==> src/rtl/lsu_ctrl.sv <==
// lsu_ctrl: load/store unit controller between decode and a simple word bus.
//
// Accepts one load or store from decode while idle, places store bytes on the
// correct lanes, issues one or two word-aligned bus requests, and returns the
// sign- or zero-extended load result. The pipeline is held while the access is
// in flight.
//
// Configuration macro: LSU_SPLIT_EN
//   undefined : a misaligned access raises a one-cycle o_misalign pulse and
//               makes no bus access.
//   defined   : misaligned accesses are performed. An access that crosses a
//               word boundary is split into two bus requests, and load bytes
//               are merged before extension.
//
// Ports
//   i_clk, i_rst_n          clock, asynchronous active-low reset
//   i_mem_rden, i_mem_wren  load / store request (both high = store)
//   i_l_length, i_l_unsigned load size (funct3) and zero-extend select
//   i_s_length              store size
//   i_addr, i_st_data       byte address, right-aligned store data
//   o_stall                 pipeline hold
//   o_ld_data, o_ld_vld     load result and its one-cycle valid pulse
//   o_misalign              misaligned-access fault pulse
//   o_bus_*, i_bus_*        word bus request / response
module lsu_ctrl (
    input  logic        i_clk,
    input  logic        i_rst_n,
    input  logic        i_mem_rden,
    input  logic        i_mem_wren,
    input  logic [2:0]  i_l_length,
    input  logic        i_l_unsigned,
    input  logic [1:0]  i_s_length,
    input  logic [31:0] i_addr,
    input  logic [31:0] i_st_data,
    output logic        o_stall,
    output logic [31:0] o_ld_data,
    output logic        o_ld_vld,
    output logic        o_misalign,
    output logic        o_bus_req,
    output logic        o_bus_we,
    output logic [31:0] o_bus_addr,
    output logic [31:0] o_bus_wdata,
    output logic [3:0]  o_bus_be,
    input  logic        i_bus_ack,
    input  logic [31:0] i_bus_rdata
);

    localparam int unsigned XLEN = 32;
    localparam int unsigned BE_W = XLEN / 8;

`ifdef LSU_SPLIT_EN
    localparam bit SPLIT_EN = 1'b1;
`else
    localparam bit SPLIT_EN = 1'b0;
`endif

    typedef enum logic [2:0] {
        IDLE  = 3'd0,
        REQ0  = 3'd1,
        REQ1  = 3'd2,
        DONE  = 3'd3,
        FAULT = 3'd4
    } state_t;

    typedef enum logic [1:0] {
        SZ_B = 2'd0,
        SZ_H = 2'd1,
        SZ_W = 2'd2
    } size_t;

    state_t              state;
    logic                load_q;
    logic                uns_q;
    size_t               size_q;
    logic [1:0]          off_q;
    logic                split_q;
    logic [BE_W-1:0]     be_hi_q;
    logic [XLEN-1:0]     lo_q;

    logic                req_c;
    size_t               size_c;
    logic [1:0]          off_c;
    logic [BE_W-1:0]     mask_c;
    logic [2*BE_W-1:0]   be8_c;
    logic                misal_c;
    logic                split_c;
    logic                fault_c;
    logic [XLEN-1:0]     wdata_c;

    // Rotate a word left by whole bytes.
    function automatic logic [XLEN-1:0] rotl_bytes(input logic [XLEN-1:0] d,
                                                   input logic [1:0]      off);
        logic [2*XLEN-1:0] t;
        t = {d, d} << {off, 3'b000};
        return t[2*XLEN-1:XLEN];
    endfunction

    // Pull the addressed bytes out of the {next word, first word} pair and extend.
    function automatic logic [XLEN-1:0] load_extract(input logic [XLEN-1:0] hi,
                                                     input logic [XLEN-1:0] lo,
                                                     input logic [1:0]      off,
                                                     input size_t           sz,
                                                     input logic            uns);
        logic [2*XLEN-1:0] t;
        logic [XLEN-1:0]   r;
        t = {hi, lo} >> {off, 3'b000};
        case (sz)
            SZ_B:    r = uns ? {24'h0, t[7:0]}  : {{24{t[7]}}, t[7:0]};
            SZ_H:    r = uns ? {16'h0, t[15:0]} : {{16{t[15]}}, t[15:0]};
            default: r = t[XLEN-1:0];
        endcase
        return r;
    endfunction

    // Decode of the incoming request: size, byte enables, lane data, alignment.
    always_comb begin
        req_c   = i_mem_rden | i_mem_wren;
        size_c  = SZ_W;
        off_c   = i_addr[1:0];
        mask_c  = 4'b1111;
        wdata_c = rotl_bytes(i_st_data, off_c);

        if (i_mem_wren) begin
            case (i_s_length)
                2'b00:   size_c = SZ_B;
                2'b01:   size_c = SZ_H;
                default: size_c = SZ_W;
            endcase
        end else begin
            case (i_l_length)
                3'b000, 3'b100: size_c = SZ_B;
                3'b001, 3'b101: size_c = SZ_H;
                default:        size_c = SZ_W;
            endcase
        end

        case (size_c)
            SZ_B: begin
                mask_c  = 4'b0001;
                wdata_c = {4{i_st_data[7:0]}};
            end
            SZ_H: begin
                mask_c  = 4'b0011;
                // Replication only lines up on even offsets; odd ones need the rotation.
                wdata_c = off_c[0] ? rotl_bytes(i_st_data, off_c)
                                   : {2{i_st_data[15:0]}};
            end
            default: begin
                mask_c  = 4'b1111;
                wdata_c = rotl_bytes(i_st_data, off_c);
            end
        endcase

        // Upper nibble of be8_c holds the lanes that spill into the next word.
        be8_c   = {4'b0000, mask_c} << off_c;
        misal_c = ((size_c == SZ_H) && off_c[0]) ||
                  ((size_c == SZ_W) && (off_c != 2'b00));
        split_c = SPLIT_EN && (be8_c[2*BE_W-1:BE_W] != 4'b0000);
        fault_c = !SPLIT_EN && misal_c;
    end

    // Hold decode while idle with a request and for every bus cycle.
    assign o_stall = i_rst_n &&
                     (((state == IDLE) && req_c) || (state == REQ0) || (state == REQ1));

    // Controller FSM with registered bus and result outputs.
    always_ff @(posedge i_clk or negedge i_rst_n) begin
        if (!i_rst_n) begin
            state       <= IDLE;
            o_ld_data   <= '0;
            o_ld_vld    <= 1'b0;
            o_misalign  <= 1'b0;
            o_bus_req   <= 1'b0;
            o_bus_we    <= 1'b0;
            o_bus_addr  <= '0;
            o_bus_wdata <= '0;
            o_bus_be    <= '0;
            load_q      <= 1'b0;
            uns_q       <= 1'b0;
            size_q      <= SZ_W;
            off_q       <= 2'b00;
            split_q     <= 1'b0;
            be_hi_q     <= '0;
            lo_q        <= '0;
        end else begin
            o_ld_vld   <= 1'b0;
            o_misalign <= 1'b0;
            unique case (state)
                IDLE: begin
                    if (req_c) begin
                        if (fault_c) begin
                            state      <= FAULT;
                            o_misalign <= 1'b1;
                        end else begin
                            state       <= REQ0;
                            o_bus_req   <= 1'b1;
                            o_bus_we    <= i_mem_wren;
                            o_bus_addr  <= {i_addr[31:2], 2'b00};
                            o_bus_wdata <= i_mem_wren ? wdata_c : '0;
                            o_bus_be    <= be8_c[BE_W-1:0];
                            load_q      <= ~i_mem_wren;
                            uns_q       <= i_l_unsigned;
                            size_q      <= size_c;
                            off_q       <= off_c;
                            split_q     <= split_c;
                            be_hi_q     <= be8_c[2*BE_W-1:BE_W];
                        end
                    end
                end
                REQ0: begin
                    if (i_bus_ack) begin
                        if (split_q) begin
                            // Same store data serves both words: it is already rotated.
                            state      <= REQ1;
                            o_bus_addr <= o_bus_addr + 32'd4;
                            o_bus_be   <= be_hi_q;
                            lo_q       <= i_bus_rdata;
                        end else begin
                            state     <= DONE;
                            o_bus_req <= 1'b0;
                            if (load_q) begin
                                o_ld_data <= load_extract(32'h0, i_bus_rdata, off_q, size_q, uns_q);
                                o_ld_vld  <= 1'b1;
                            end
                        end
                    end
                end
                REQ1: begin
                    if (i_bus_ack) begin
                        state     <= DONE;
                        o_bus_req <= 1'b0;
                        if (load_q) begin
                            o_ld_data <= load_extract(i_bus_rdata, lo_q, off_q, size_q, uns_q);
                            o_ld_vld  <= 1'b1;
                        end
                    end
                end
                DONE, FAULT: begin
                    state <= IDLE;
                end
                default: begin
                    state <= IDLE;
                end
            endcase
        end
    end

endmodule

==> config.mk <==
export PLATFORM = sky130hd
export DESIGN_NAME = lsu_ctrl
export DESIGN_NICKNAME = d
export VERILOG_FILES = /design/src/rtl/lsu_ctrl.sv
export SDC_FILE = /design/constraint.sdc
export NUM_CORES = 1
export LEC_CHECK = 0
export CAP_MARGIN = 20
export CORE_UTILIZATION = 42
export CTS_CLUSTER_SIZE = 25
export DETAILED_ROUTE_END_ITERATION = 6
export PLACE_DENSITY = 0.74
export SYNTH_ARGS = -nofsm -noshare
export SYNTH_HDL_FRONTEND = slang
export SYNTH_SLANG_ARGS = --single-unit
export TNS_END_PERCENT = 50
==> constraint.sdc <==
create_clock -name i_clk -period 2.4 [get_ports i_clk]
set_input_delay 0.48 -clock i_clk [delete_from_list [all_inputs] [get_ports i_clk]]
set_output_delay 0.48 -clock i_clk [all_outputs]
set_load 0.05 [all_outputs]
==> flow_summary.toml, run 1 <==
[cells_and_area]
fill_cells = 1330
finalInstanceArea_um2 = 9582
register_area_um2 = 2779
post-route-util_pct = 60.54
nets = 973
area_growth_pct = 41.29
multi_input_area_um2 = 3697
drive_gt1_share_pct = 16.65
diodes = 0

[power]
p_int_mw = 6.586
clock_power_share_pct = 11.3
swShare_pct = 49.25
total_power_mw = 12.98
seq_power_share_pct = 25.9
max-vdd-ir-drop_v = 0.0007695
p_comb_share_pct = 62.8
p_switching_mw = 6.393
p_leak_nw = 3.920
powerDensity_nw_per_um2 = 1355

[floorplan]
die_w_um = 129.1
ios = 212
die_area_um2 = 16660
initial_core_util_pct = 42.85
die_h_um = 129.1
num_rows = 46
core_um2 = 15830

[critical_path]
worstSetupStartpointType = "primary input"
end_kind = "register"
crit_required_ns = 2.66
arrival_ns = 2.51
cp_max_fo = 26
path_class = "primary input to register"

[timing]
tightestPinTransition_ns = 0.7793
fin_skew_ns = 0.01017
finalCritPeriodShare_pct = 93.85
finalSetupViolations = 0
clock.fmax_ghz = 0.4440
hold_violations = 0
rsz0062_at_grt = "false"
drv_slew = 0
relSlewSlack_pct = 48.05
period_needed_ns = 2.252
tns_ns = 0

[synth]
synth_mux_area_share_pct = 22.05
synthXorXnorAreaFrac_pct = 0.1292
ys_warn_count = 0
synth_compound_area_share_pct = 20.98
synth_fa_ha_area_share_pct = 0
netlist_area_um2 = 6782
syn_area_per_cell_um2 = 10.31
synth.ff_latch_count = 111
synth_cell_types = 52
synthSimpleGateAreaFrac_pct = 11.22
ys_seq_area_share_pct = 40.98
synth_top_family_by_area = "multiplexers"
yosys_most_used_dff = "dfrtp_1"
synth_edf_count = 0
ys_async_sr_fraction_pct = 100.0
synthCells = 658

[place]
hpwl_mm = 14.25
placed_cell_area_um2 = 9295
portBuffers = 208
gp_congestion = 0.9255

[drt]
wl_per_cell_um = 18.32
drt_wl_total_mm = 19.91
first_pass_iters = 4
antenna_left = 0
viasPerCell = 5.838
vias = 6346
drt_first_iter_violations = 405
drc_errors = 0

[clock_network]
clkTransAtPathRegs_ns = 0.07
htreeDepth = 3
cts_buffers = 9
cts_tree = "done"
cts_setup_buffers = 0
cts_sinks = 111
cts_hold_buf = 0
cts_resized = 0
clk_path_buf_depth = 2
clockRootBuffer = "clkbuf_16"
clk_latency_ns = 0.36

[run]
drv_cap = 0

[grt]
grt_pass1_vias = 6006
grt_max_degree = 60
grt_use_total_pct = 24.29
overflow = 0
grt_pass1_wl_mm = 31.41
antenna_found_initial = 0

[status]
outcome = "complete, no violations"

[worst_hold_path]
hold_path.class = "primary input to asynchronous set/reset pin"
[stage by stage]
| step | hold WS (ns) | cells | setup slack (ns) |
|---|---|---|---|
| final | 0.2874 | 1087 | 0.1475 |
| after global routing | 0.3356 | 1087 | 0.1030 |
| after CTS | 0.3033 | 1087 | 0.03239 |
| after detailed placement | 0.4715 | 1071 | -0.3331 |
| after global placement | 0.4646 | 1071 | -0.2824 |
| after floorplan | 0.1844 | 659 | 0.3170 |
[cell type report]
class,count,area share [%]
clock inverter,6,0.4701
inverter,7,0.2742
tap,216,2.821
multi-input combinational,480,38.59
clock buffer,10,2.494
sequential,111,29.00
timing repair buffer,257,26.35
[final timing paths]
path,from,cells past startpoint,to,slack (ns)
worst max-delay path,i_s_length[1],6,o_bus_wdata[3],0.15
worst min-delay path,i_rst_n,2,o_ld_data[28],0.29
worst min register to register,o_ld_data[2],2,o_ld_data[2],0.49
min in group i_clk,o_ld_data[2],2,o_ld_data[2],0.49
worst max register to register,state[1],5,o_ld_data[25],0.37
max in group asynchronous,i_rst_n,2,o_bus_wdata[3],1.54
[per-layer routing]
metal  GRT usage, %  routed length [µm]  share of wire [%]
met2          38.86                9271                 47
met1          32.24                8488                 43
met4          8.789                 431                2.2
met5              0                   0                  0
met3          5.780                1719                8.6
[critical path, stage by stage]
cell,delay (ns)
clkdlybuf4s50_1,0.51
or3b_1,0.41
a32o_1,0.28
or2_4,0.28
buf_4,0.24
o31ai_1,0.30
[registers in the layout, indices dropped and copies added, names as in the netlist]
| signal | count |
|---|---|
| load_q | 1 |
| o_bus_addr | 30 |
| o_bus_be | 4 |
| o_bus_req | 1 |
| o_bus_wdata | 32 |
| o_bus_we | 1 |
| o_ld_data | 32 |
| o_ld_vld | 1 |
| o_misalign | 1 |
| off_q | 2 |
| size_q | 2 |
| state | 3 |
| uns_q | 1 |
[power groups by stage]
stage / registers [mW] / clock network, mW / logic [mW]
after floorplan: 6.12 / 0 / 2.62
after global placement: 3.38 / 0 / 8.02
after detailed placement: 3.39 / 0 / 8.13
after CTS: 3.37 / 1.50 / 8.17
after global routing: 3.48 / 1.59 / 8.62
final: 3.37 / 1.47 / 8.15
[cell families (layout without fill, tap and decap cells)]
kind of cell	Yosys count	in the layout
xor gates and xnor gates	1	1
other	1	2
AOI/OAI and AO/OA	215	215
buffers and inverters	68	280
muxes	95	95
and+or+nand+nor	167	167
DFF	111	111
[cells in the mapped netlist (3+ instances only)]
library cell  count  area [µm²]
o21ai_1           9       45.04
nand3b_1          3       22.52
buf_6             4       45.04
a21o_1            8       60.06
buf_4             3       22.52
o22a_1            4       35.03
a221oi_1         18       157.7
a21oi_1          28       140.1
buf_1            11       41.29
o221ai_1          6       52.55
a311oi_1          8       70.07
mux4_2           30       675.7
a211o_1           4       35.03
nor3b_1           3       22.52
dfrtp_1         110        2753
mux2_4           30       450.4
o31ai_1          29       217.7
mux2i_1          20       200.2
nor3_1            9       45.04
mux2_1            4       45.04
clkbuf_1         31       116.4
nand3_1           3       15.01
nor2_1           75       281.5
nand2b_1         13       81.33
mux2_2           11       123.9
o21ai_0          66       330.3
buf_2            12       60.06
a211oi_1         20       150.1
inv_1             7       26.28
o211ai_1          3       22.52
nor2b_1          11       68.82
nand2_1          39       146.4
[layout by cell type (no fill, tap or decap), types with 3 or more instances in the layout]
master,Yosys,routed
clkdlybuf4s50_1,0,203
dfrtp_1,110,110
nor2_1,75,75
o21ai_0,66,66
buf_4,3,44
nand2_1,39,39
mux2_4,30,30
mux4_2,30,30
o31ai_1,29,29
a21oi_1,28,28
mux2i_1,20,20
a211oi_1,20,20
a221oi_1,18,18
nand2b_1,13,13
mux2_2,11,11
nor2b_1,11,11
o21ai_1,9,9
nor3_1,9,9
clkbuf_16,0,9
a311oi_1,8,8
a21o_1,8,8
inv_1,7,7
buf_12,0,7
o221ai_1,6,6
mux2_1,4,4
a211o_1,4,4
o22a_1,4,4
nand3b_1,3,3
nand3_1,3,3
o211ai_1,3,3
nor3b_1,3,3
clkinvlp_4,0,3
Note: power is estimated with default switching activity, not from simulation.
==> run 2, diff against run 1 <==
--- a/config.mk
+++ b/config.mk
@@ -9,7 +9,7 @@
 export CORE_UTILIZATION = 42
 export CTS_CLUSTER_SIZE = 25
 export DETAILED_ROUTE_END_ITERATION = 6
-export PLACE_DENSITY = 0.74
+export PLACE_DENSITY_LB_ADDON = 0.12
 export SYNTH_ARGS = -nofsm -noshare
 export SYNTH_HDL_FRONTEND = slang
 export SYNTH_SLANG_ARGS = --single-unit
==> flow_summary.toml, run 2 (synthesis gave the netlist of run 1 again) <==
[status]
outcome = "complete, no violations"

[critical_path]
path_class = "primary input to register"
max_stage_delay_ns = 0.48
ff2ff_path_depth = 5
regToRegSetupSlack_ns = 0.21
cp_top_family = "buffers and inverters"
crit_chain = "clkdlybuf4s50_1 -> buf_4 -> or3b_1 -> a32o_1 -> or2_4 -> buf_12 -> mux2_4"
r2r_start = "state[1]"
crit_path_top_delay_cell = "clkdlybuf4s50_1"
worstSetupStartpointType = "primary input"
cp_max_fo = 28
crit_cells = 7
arrival_ns = 2.56
crit_buf_inv = 3
end_kind = "register"
crit_required_ns = 2.64
r2r_end = "o_ld_data[26]"

[cells_and_area]
largestRegisters = "o_bus_wdata x32, o_ld_data x32, o_bus_addr x30"
fill_cells = 1305
area_growth_pct = 40.63
diodes = 0
mostFrequentLayoutCells = "204 x clkdlybuf4s50_1, 110 x dfrtp_1, 75 x nor2_1"
instances_no_fill = 1078
drive_gt1_share_pct = 15.43
nets = 964
final_common_cell = "clkdlybuf4s50_1"

[power]
p_leak_nw = 3.881
seq_power_share_pct = 26.0
max-vdd-ir-drop_v = 0.0005103
p_int_mw = 6.672
p_switching_mw = 6.408
clock_power_share_pct = 11.9
powerDensity_nw_per_um2 = 1372
p_comb_share_pct = 62.1
swShare_pct = 48.99

[timing]
period_needed_ns = 2.326
drv_slew = 0
fin_skew_ns = 0.005540
relSlewSlack_pct = 57.46
rsz0062_at_grt = "false"
hold_violations = 0
tns_ns = 0
finalCritPeriodShare_pct = 96.92
finalSetupViolations = 0
fin_hold_ws_ns = 0.2390
tightestPinTransition_ns = 0.6357
worst_slack_ns = 0.07393
clock.fmax_ghz = 0.4299

[drt]
wl_per_cell_um = 19.06
drc_errors = 0
drt_wl_total_mm = 20.55
first_pass_iters = 5
antenna_left = 0
viasPerCell = 5.807
vias = 6260
drt_first_iter_violations = 349

[clock_network]
clk_path_buf_depth = 2
htreeDepth = 3
cts_sinks = 111
cts_hold_buf = 0
cts_buffers = 9
cts_setup_buffers = 0
clk_latency_ns = 0.35
cts_resized = 0
clkTransAtPathRegs_ns = 0.07
clockRootBuffer = "clkbuf_16"
cts_tree = "done"

[floorplan]
die_w_um = 129.1
initial_core_util_pct = 42.85
die_h_um = 129.1
num_rows = 46
die_area_um2 = 16660
core_um2 = 15830
ios = 212

[place]
place_ws_ns = -0.4053
placed_cells = 1061
gp_congestion = 0.8914
hpwl_mm = 14.73
portBuffers = 208

[grt]
grt_max_degree = 112
overflow = 0
antenna_found_initial = 0
met2_usage_pct = 42.70
grt_use_met1_pct = 31.29
met3_usage_pct = 4.624
grt_pass1_vias = 6150
grt_pass1_wl_mm = 32.00
grt_busiest_layer = "met2"
grt_use_total_pct = 24.84

[worst_hold_path]
hold_path.class = "primary input to asynchronous set/reset pin"

[run]
drv_cap = 0
==> run 2: final cells by class <==
cell class / count / area (µm²) / area share, %
repair buffers: 248 / 2467 / 25.87
clock buffers: 13 / 250.2 / 2.624
multi-input cells: 480 / 3697 / 38.77
clock inverters: 3 / 46.29 / 0.4854
well taps: 216 / 270.3 / 2.834
inverters: 7 / 26.28 / 0.2755
flip-flops and latches: 111 / 2779 / 29.14
==> run 2: through the flow <==
stage | util [%] | instance area, µm² | power [mW]
2_1_floorplan | - | 6785 | 8.739
3_3_place_gp | 58.33 | 9233 | 11.39
3_5_place_dp | 58.33 | 9233 | 11.55
4_1_cts | 60.21 | 9529 | 13.13
5_1_grt | 60.25 | 9537 | 13.72
6_report | 60.25 | 9537 | 13.08
==> run 2: how the worst max path moves through the flow <==
stage,startpoint,end
CTS,i_mem_wren,o_bus_wdata[26]
global route,i_mem_wren,o_bus_addr[2]
finish,i_mem_wren,o_bus_addr[2]
detailed placement,i_mem_wren,o_bus_wdata[26]
floorplan,i_mem_wren,o_bus_addr[10]
global placement,i_mem_wren,o_bus_wdata[27]
==> run 2: power groups by stage <==
stage / registers (mW) / logic (mW) / clock network (mW)
finish: 3.40 / 8.12 / 1.56
detailed placement: 3.43 / 8.12 / 0
global route: 3.52 / 8.54 / 1.66
floorplan: 6.12 / 2.62 / 0
global placement: 3.40 / 7.99 / 0
CTS: 3.41 / 8.13 / 1.59
==> run 2: per-layer routing <==
metal  part of all wire, %  wire length (µm)
met3                   6.3              1296
met5                     0                 0
met1                    42              8589
met2                    50             10370
met4                   1.4               291
==> run 3, diff against run 2 <==
==> constraint.sdc (replaced) <==
create_clock -name i_clk -period 2.64 [get_ports i_clk]
set_input_delay 0.528 -clock i_clk [delete_from_list [all_inputs] [get_ports i_clk]]
set_output_delay 0.528 -clock i_clk [all_outputs]
set_load 0.05 [all_outputs]
==> flow_summary.toml, run 3 (synthesis gave the netlist of run 1 again) <==
[status]
outcome = "complete, no violations"

[cells_and_area]
mostFrequentLayoutCells = "204 x clkdlybuf4s50_1, 110 x dfrtp_1, 75 x nor2_1"
finalInstanceArea_um2 = 9478
post-route-util_pct = 59.88
diodes = 0
drive_gt1_share_pct = 15.29
area_growth_pct = 39.76
nets = 960
largestRegisters = "o_bus_wdata x32, o_ld_data x32, o_bus_addr x30"
final_common_cell = "clkdlybuf4s50_1"
instances_no_fill = 1073

[timing]
relSlewSlack_pct = 25.23
tns_ns = 0
period_needed_ns = 2.451
fin_skew_ns = 0.006384
rsz0062_at_grt = "false"
finalSetupViolations = 0
fin_hold_ws_ns = 0.2750
hold_violations = 0
tightestPinTransition_ns = 1.122
finalCritPeriodShare_pct = 92.85
worst_slack_ns = 0.1886
drv_slew = 0
clock.fmax_ghz = 0.4079

[drt]
viasPerCell = 5.840
drt_wl_total_mm = 20.60
wl_per_cell_um = 19.20
antenna_left = 0
drt_first_iter_violations = 305
drc_errors = 0
vias = 6266
first_pass_iters = 5

[place]
placed_cell_area_um2 = 9198
place_ws_ns = -0.1824
placed_cells = 1058
hpwl_mm = 14.71
portBuffers = 208
gp_congestion = 0.8887

[grt]
grt_pass1_wl_mm = 31.90
overflow = 0
antenna_found_initial = 0
grt_max_degree = 112
grt_pass1_vias = 6110
grt_use_total_pct = 24.71

[power]
p_leak_nw = 3.854
powerDensity_nw_per_um2 = 1244
p_switching_mw = 5.853
max-vdd-ir-drop_v = 0.0005212
p_comb_share_pct = 62.5
swShare_pct = 49.64
p_int_mw = 5.938
total_power_mw = 11.79
clock_power_share_pct = 11.5
seq_power_share_pct = 26.0

[floorplan]
die_w_um = 129.1
ios = 212
core_um2 = 15830
die_area_um2 = 16660
die_h_um = 129.1
initial_core_util_pct = 42.85
num_rows = 46

[clock_network]
clockRootBuffer = "clkbuf_16"
clkTransAtPathRegs_ns = 0.08
cts_sinks = 111
cts_buffers = 9
clk_latency_ns = 0.36
cts_setup_buffers = 0
cts_hold_buf = 0
cts_resized = 0
clk_path_buf_depth = 2
htreeDepth = 3
cts_tree = "done"

[critical_path]
cp_max_fo = 12
end_kind = "register"
arrival_ns = 2.71
path_class = "primary input to register"
worstSetupStartpointType = "primary input"
crit_required_ns = 2.90

[run]
drv_cap = 0

[worst_hold_path]
hold_path.class = "primary input to asynchronous set/reset pin"
## run 3: changes by cell type in the layout (fill, tap and decap cells not counted), sizes merged
cell / change
inv: +2
bufinv: -1
clkbuf: -3
clkinv: +1
buf: -4
## run 3: path summary, 6_finish.rpt
check / start / end / slack [ns] / cells after the start
setup / recovery: i_mem_wren / o_bus_wdata[21] / 0.19 / 7
hold / removal: i_rst_n / o_ld_data[21] / 0.27 / 2
setup reg to reg: state[1] / o_ld_data[27] / 0.51 / 5
hold reg to reg: o_bus_be[0] / o_bus_be[0] / 0.48 / 1
max in group asynchronous: i_rst_n / o_bus_wdata[26] / 1.89 / 2
min in group i_clk: o_bus_be[0] / o_bus_be[0] / 0.48 / 1
## run 3: area by class of cell
type	count	area, µm²
repair buffers	244	2425
clock inverters	5	41.29
fillers	1291	6350
well taps	216	270.3
clock buffers	10	239.0
inverters	7	26.28
flip-flops and latches	111	2779
multi-input cells	480	3697
## run 3: layer usage
| metal | GRT usage (%) | wire length (µm) |
|---|---|---|
| met5 | 0 | 0 |
| met4 | 9.965 | 448 |
| met3 | 3.509 | 1450 |
| met2 | 41.40 | 10270 |
| met1 | 32.35 | 8436 |
## run 3: worst max-delay path, stage by stage
cell and delay, ns:
clkdlybuf4s50_1 0.43, buf_4 0.18, buf_4 0.18, nand2b_1 0.14, a21oi_1 0.87, a211oi_1 0.13
o31ai_1 0.25
## run 3: power groups by stage
stage	Combinational [mW]	Sequential [mW]	Clock [mW]
finish	7.36	3.07	1.36
global route	7.74	3.17	1.44
CTS	7.38	3.07	1.37
detailed placement	7.36	3.10	0
global placement	7.26	3.06	0
floorplan	2.38	5.57	0
